[src/rtl/feature_quantizer_packer_if.sv]
// rtl/feature_quantizer_packer_if.sv - feature stream, packed frame and threshold config bundle
// Groups the beat input, packed frame output, threshold writes and frame error pulse.
interface feature_quantizer_packer_if #(
   parameter int NUM_FEATURES = 12,
   parameter int IN_WIDTH     = 16,
   parameter int CFG_AW       = 6
);
   logic                      s_valid;
   logic                      s_ready;
   logic [IN_WIDTH-1:0]       s_data;
   logic                      s_last;
   logic                      m_valid;
   logic                      m_ready;
   logic [2*NUM_FEATURES-1:0] m_data;
   logic                      cfg_we;
   logic [CFG_AW-1:0]         cfg_addr;
   logic [IN_WIDTH-1:0]       cfg_data;
   logic                      frame_err;

   modport slave (
      input  s_valid, s_data, s_last, m_ready, cfg_we, cfg_addr, cfg_data,
      output s_ready, m_valid, m_data, frame_err
   );

   modport master (
      output s_valid, s_data, s_last, m_ready, cfg_we, cfg_addr, cfg_data,
      input  s_ready, m_valid, m_data, frame_err
   );
endinterface

[src/rtl/feature_quantizer_packer.sv]
// rtl/feature_quantizer_packer.sv - quantizes raw features to 2-bit codes and packs a frame
// Each beat is compared against three thresholds of its slot; a full frame is held for one consumer.
module feature_quantizer_packer #(
   parameter int NUM_FEATURES = 12,
   parameter int IN_WIDTH     = 16,
   parameter int CFG_AW       = 6
) (
   input  logic                      clk,
   input  logic                      rst_n,
   feature_quantizer_packer_if.slave bus
);
   localparam int NUM_THR = 3 * NUM_FEATURES;
   localparam int IDX_W   = (NUM_FEATURES > 1) ? $clog2(NUM_FEATURES) : 1;
   localparam int OUT_W   = 2 * NUM_FEATURES;

   typedef enum logic {
      COLLECT = 1'b0,
      HOLD    = 1'b1
   } state_t;

   state_t              state_q, state_d;
   logic [IDX_W-1:0]    idx_q, idx_d;
   logic [OUT_W-1:0]    shadow_q, shadow_d;
   logic [OUT_W-1:0]    m_data_q, m_data_d;
   logic                frame_err_q, frame_err_d;
   logic [IN_WIDTH-1:0] thr_q [NUM_THR];

   logic [CFG_AW-1:0]   thr_base;
   logic [1:0]          code;
   logic                last_slot;
   logic                cfg_in_range;

   assign thr_base     = CFG_AW'(idx_q) * CFG_AW'(3);
   assign last_slot    = (idx_q == IDX_W'(NUM_FEATURES - 1));
   assign cfg_in_range = ({1'b0, bus.cfg_addr} < (CFG_AW + 1)'(NUM_THR));

   // A count of crossed thresholds, so non-monotonic thresholds still yield 0..3.
   always_comb begin
      code = 2'd0;
      for (int k = 0; k < 3; k++) begin
         if (bus.s_data >= thr_q[thr_base + CFG_AW'(k)]) begin
            code = code + 2'd1;
         end
      end
   end

   always_ff @(posedge clk or negedge rst_n) begin
      if (!rst_n) begin
         for (int t = 0; t < NUM_THR; t++) begin
            thr_q[t] <= '0;
         end
      end else if (bus.cfg_we && cfg_in_range) begin
         thr_q[bus.cfg_addr] <= bus.cfg_data;
      end
   end

   always_comb begin
      state_d     = state_q;
      idx_d       = idx_q;
      shadow_d    = shadow_q;
      m_data_d    = m_data_q;
      frame_err_d = 1'b0;
      case (state_q)
         COLLECT: begin
            if (bus.s_valid) begin
               for (int f = 0; f < NUM_FEATURES; f++) begin
                  if (idx_q == IDX_W'(f)) begin
                     shadow_d[2*f +: 2] = code;
                  end
               end
               if (last_slot && bus.s_last) begin
                  m_data_d = shadow_d;
                  idx_d    = '0;
                  state_d  = HOLD;
               end else if (last_slot || bus.s_last) begin
                  // Length mismatch: the beat is consumed and the partial frame dropped.
                  frame_err_d = 1'b1;
                  shadow_d    = '0;
                  idx_d       = '0;
               end else begin
                  idx_d = idx_q + IDX_W'(1);
               end
            end
         end
         HOLD: begin
            if (bus.m_ready) begin
               state_d = COLLECT;
            end
         end
         default: state_d = COLLECT;
      endcase
   end

   always_ff @(posedge clk or negedge rst_n) begin
      if (!rst_n) begin
         state_q     <= COLLECT;
         idx_q       <= '0;
         shadow_q    <= '0;
         m_data_q    <= '0;
         frame_err_q <= 1'b0;
      end else begin
         state_q     <= state_d;
         idx_q       <= idx_d;
         shadow_q    <= shadow_d;
         m_data_q    <= m_data_d;
         frame_err_q <= frame_err_d;
      end
   end

   assign bus.s_ready   = (state_q == COLLECT);
   assign bus.m_valid   = (state_q == HOLD);
   assign bus.m_data    = m_data_q;
   assign bus.frame_err = frame_err_q;
endmodule
[src/flat_wrapper.sv]
// flat-port wrapper written by rule: the top's interface ports become plain ports
module feature_quantizer_packer_flat 
#(
   parameter int NUM_FEATURES = 12,
   parameter int IN_WIDTH     = 16,
   parameter int CFG_AW       = 6
)
  (clk, rst_n, bus_s_valid, bus_s_data, bus_s_last, bus_m_ready, bus_cfg_we, bus_cfg_addr, bus_cfg_data, bus_s_ready, bus_m_valid, bus_m_data, bus_frame_err);
  feature_quantizer_packer_if #(.NUM_FEATURES(NUM_FEATURES), .IN_WIDTH(IN_WIDTH), .CFG_AW(CFG_AW)) bus_i ();
  input  logic clk;
  input  logic rst_n;
  input wire logic [$bits(bus_i.s_valid)-1:0] bus_s_valid;
  input wire logic [$bits(bus_i.s_data)-1:0] bus_s_data;
  input wire logic [$bits(bus_i.s_last)-1:0] bus_s_last;
  input wire logic [$bits(bus_i.m_ready)-1:0] bus_m_ready;
  input wire logic [$bits(bus_i.cfg_we)-1:0] bus_cfg_we;
  input wire logic [$bits(bus_i.cfg_addr)-1:0] bus_cfg_addr;
  input wire logic [$bits(bus_i.cfg_data)-1:0] bus_cfg_data;
  output wire logic [$bits(bus_i.s_ready)-1:0] bus_s_ready;
  output wire logic [$bits(bus_i.m_valid)-1:0] bus_m_valid;
  output wire logic [$bits(bus_i.m_data)-1:0] bus_m_data;
  output wire logic [$bits(bus_i.frame_err)-1:0] bus_frame_err;
  assign bus_i.s_valid = bus_s_valid;
  assign bus_i.s_data = bus_s_data;
  assign bus_i.s_last = bus_s_last;
  assign bus_i.m_ready = bus_m_ready;
  assign bus_i.cfg_we = bus_cfg_we;
  assign bus_i.cfg_addr = bus_cfg_addr;
  assign bus_i.cfg_data = bus_cfg_data;
  assign bus_s_ready = bus_i.s_ready;
  assign bus_m_valid = bus_i.m_valid;
  assign bus_m_data = bus_i.m_data;
  assign bus_frame_err = bus_i.frame_err;
  feature_quantizer_packer #(.NUM_FEATURES(NUM_FEATURES), .IN_WIDTH(IN_WIDTH), .CFG_AW(CFG_AW)) u_core (.clk(clk), .rst_n(rst_n), .bus(bus_i));
endmodule
[config.mk]
export PLATFORM = sky130hd
export DESIGN_NAME = feature_quantizer_packer_flat
export DESIGN_NICKNAME = d
export VERILOG_FILES = /design/src/rtl/feature_quantizer_packer_if.sv /design/src/rtl/feature_quantizer_packer.sv /design/src/flat_wrapper.sv
export SDC_FILE = /design/constraint.sdc
export NUM_CORES = 2
export LEC_CHECK = 0
export ABC_CLOCK_PERIOD_IN_PS = 9000
export CAP_MARGIN = 25
export CORE_MARGIN = 4
export CORE_UTILIZATION = 50
export DETAILED_ROUTE_END_ITERATION = 12
export PLACE_DENSITY = 0.7
export SLEW_MARGIN = 20
export SYNTH_ARGS = -nofsm -noshare
export SYNTH_HDL_FRONTEND = slang
export SYNTH_SLANG_ARGS = --single-unit
[constraint.sdc]
create_clock -name clk -period 9 [get_ports clk]
set_input_delay 0.9 -clock clk [delete_from_list [all_inputs] [get_ports clk]]
set_output_delay 0.9 -clock clk [all_outputs]
set_load 0.05 [all_outputs]
==> impl_metrics.json <==
{
  "synth_largest_area_cell": "dfrtp_1",
  "cts_root_buf": "clkbuf_16",
  "ctsResizeCount": 0,
  "h-tree-depth": 3,
  "clk_latency_ps": 630,
  "fin_setup_tns_ps": 0,
  "synth_edf_count": 0,
  "worst_slew_pin_slew_ps": 1140,
  "syn_nets": 2966,
  "hold_buffers": 0,
  "outcome": "finished clean",
  "worst_setup_path_end_kind": "register",
  "finalCriticalPeriod_ps": 7900,
  "die_width_um": 289,
  "wire_per_inst_um": 31.0,
  "area_growth_pct": 10.6,
  "via_count": 27800,
  "cp-start-kind": "register",
  "final_net_count": 2933,
  "cts-buffers-inserted": 71,
  "post-cts-setup-buffers": 0,
  "critPathArrivalTime_ps": 8330,
  "synthArstFlopShare": 1.00,
  "finalSetupViolCount": 0,
  "fillers": 5978,
  "grt_setup_unrepaired": "false",
  "drt-pass1-iter-count": 5,
  "synthCells": 2857,
  "avgSynthCellArea_um2": 13.8,
  "ant_nets": 0,
  "hold_viol": 0,
  "maxSlewHeadroom": 0.232,
  "fmax_mhz": 127,
  "io_buffers": 70,
  "hold_path_class": "input port to async pin",
  "dieArea_um2": 83400,
  "p_per_area_nw_per_um2": 233,
  "crit_type": "register to register",
  "layout-drive-gt1-share": 0.454,
  "drtIter0Drc": 3311,
  "std_cell_rows": 102,
  "ir_worst_vdd_v": 0.000192,
  "die_y_um": 289,
  "gp_congestion": 0.914,
  "timing.hold.ws_ps": 203,
  "grt_max_degree": 189,
  "final_area_um2": 43600,
  "synthFlopType": "dfrtp_1",
  "yosys-top-cells-area": "dfrtp_1, mux4_2, mux2_2, ha_1, mux2i_1",
  "cts_num_sinks": 630,
  "cts_tree": "yes",
  "crit_required_ps": 9440,
  "ios": 71,
  "yosysWarnings": 0,
  "vias_per_cell": 7.10,
  "slew_violations": 0,
  "worst-r2r-setup-slack_ps": 1100,
  "r2r_cells": 17,
  "yosysUniqueCellTypes": 66,
  "fin_crit_sh": 0.877,
  "antenna_found_initial": 6,
  "yosys.area.top_type_share": 0.400,
  "skew_ps": 22.8,
  "grt.overflow.total": 0,
  "start_util": 0.507,
  "leakage_nw": 18.5,
  "drv_cap": 0,
  "path_max_fanout": 64,
  "grt_pass1_vias": 28100,
  "ys_ff_latch": 630,
  "core_area_um2": 77700,
  "placed_area_um2": 41100,
  "cts_buffer_depth": 3,
  "grt_pass1_wl_mm": 183,
  "drt_wl_total_mm": 122,
  "seq_area_frac_synth": 0.400,
  "place_hpwl_mm": 76.6,
  "clk_pin_slew_ps": 70,
  "gr-usage-all-layers": 0.294,
  "route.detailed.drc": 0,
  "syn_area_um2": 39400
}
-- logic make-up after synthesis --
group,share of synthesized area
DFF,0.400
muxes,0.440
adders and majority gates,0.0208
and+or+nand+nor,0.0468
buffers and inverters,0.0337
AOI/OAI and AO/OA,0.0547
xor gates and xnor gates,0.00416
-- cell type report --
type | count | area [um2] | area share
clock buffer | 101 | 2100 | 0.0483
clock inverter | 25 | 329 | 0.00755
tap | 1040 | 1300 | 0.0299
multi-input combinational | 1947 | 22500 | 0.516
sequential | 630 | 15800 | 0.362
antenna | 3 | 7.51 | 0.000172
inverter | 13 | 50.0 | 0.00115
timing repair buffer | 161 | 1540 | 0.0354
-- worst max-delay path, cell delays in order, from the launching register on --
cell	delay (ps)
dfrtp_4	410
buf_4	610
inv_2	130
ha_4	650
buf_4	590
buf_4	800
mux2_2	420
o21ai_0	410
o21ai_0	310
o31ai_1	240
ha_1	350
a21oi_1	160
o21ai_0	360
a2111oi_0	560
o21ai_0	240
a21oi_2	330
xor2_1	790
a311oi_1	220
-- cell usage after synthesis, drive strengths merged, types with 11 or more instances --
master and n:
mux2 632, a32o 14, mux4 418, o22ai 32
a22oi 11, nand3 15, nand2 184, ha 64
mux2i 79, and3 19, a31oi 23, a211oi 33
a21oi 57, dfrtp 630, clkbuf 126, o21ai 91
nor3 23, buf 141, nor2b 17, inv 13
nor2 106, a311oi 24, and2 25
-- path summary, 6_finish.rpt --
path                               startpoint                    end
max                           u_core.idx_q[0]   u_core.bus.m_data[0]
min reg2reg                u_core.shadow_q[3]     u_core.shadow_q[3]
min                                     rst_n  u_core.bus.m_data[21]
max in group asynchronous               rst_n      u_core.thr_q[469]
max reg2reg                   u_core.idx_q[0]   u_core.bus.m_data[0]
min in group clk           u_core.shadow_q[3]     u_core.shadow_q[3]
-- per-layer routing --
| layer | vias to the layer above | track usage | part of all wire |
|---|---|---|---|
| met3 | 402 | 0.0744 | 0.11 |
| met1 | 14500 | 0.397 | 0.38 |
| met2 | 1746 | 0.446 | 0.45 |
| met4 | 2 | 0.148 | 0.059 |
| li1 | 11100 | - | - |
| met5 | - | 0 | 0.00011 |
-- where the power goes --
group          switching, mW  internal (mW)
Sequential             0.351           3.18
Combinational           1.87           1.71
Clock                   1.21           1.83
-- placed cells by master, fill, tap and decap left out, types with 5 or more instances in the layout --
cell | netlist | routed
nor2b_1 | 17 | 17
clkdlybuf4s50_1 | 0 | 65
o22ai_1 | 32 | 32
clkbuf_16 | 0 | 74
mux4_2 | 417 | 417
nand2b_1 | 7 | 7
mux2i_1 | 79 | 79
o41ai_1 | 5 | 5
a211oi_1 | 32 | 32
nor3_1 | 23 | 23
inv_1 | 12 | 11
mux2_2 | 632 | 632
clkbuf_8 | 0 | 15
and2_1 | 21 | 20
clkbuf_1 | 125 | 12
a31oi_1 | 23 | 23
clkinv_2 | 0 | 12
a21o_1 | 7 | 7
nor2_2 | 0 | 16
buf_8 | 0 | 8
buf_12 | 0 | 6
ha_1 | 64 | 62
a22oi_1 | 11 | 11
xnor2_2 | 4 | 5
a32oi_1 | 6 | 6
nand3_1 | 15 | 15
a32o_1 | 14 | 14
a311oi_1 | 24 | 24
and3_1 | 19 | 19
a221oi_1 | 5 | 5
nand2_2 | 0 | 7
bufinv_16 | 0 | 7
nor2_1 | 105 | 89
buf_4 | 29 | 74
dfrtp_1 | 630 | 629
o211ai_1 | 5 | 5
o21ai_0 | 89 | 89
a21oi_1 | 56 | 56
nand2_1 | 184 | 177
-- sequential cells by signal, summed over array words and instances, names as in the netlist --
name                  flops
u_core.bus.frame_err      1
u_core.thr_q            576
u_core.idx_q              4
u_core.shadow_q          24
u_core.bus.m_data        24
u_core.bus.m_valid        1
-- stage by stage --
stage,cells,setup WS [ps],util,total power [mW]
finish,3920,1100,0.561,10.1
global route,3918,588,0.561,10.5
CTS,3914,1390,0.560,10.1
detailed placement,3788,1390,0.528,7.05
global placement,3781,1500,0.527,6.94
floorplan,2857,2780,-,6.02
Power figures use the tool's default switching activity.
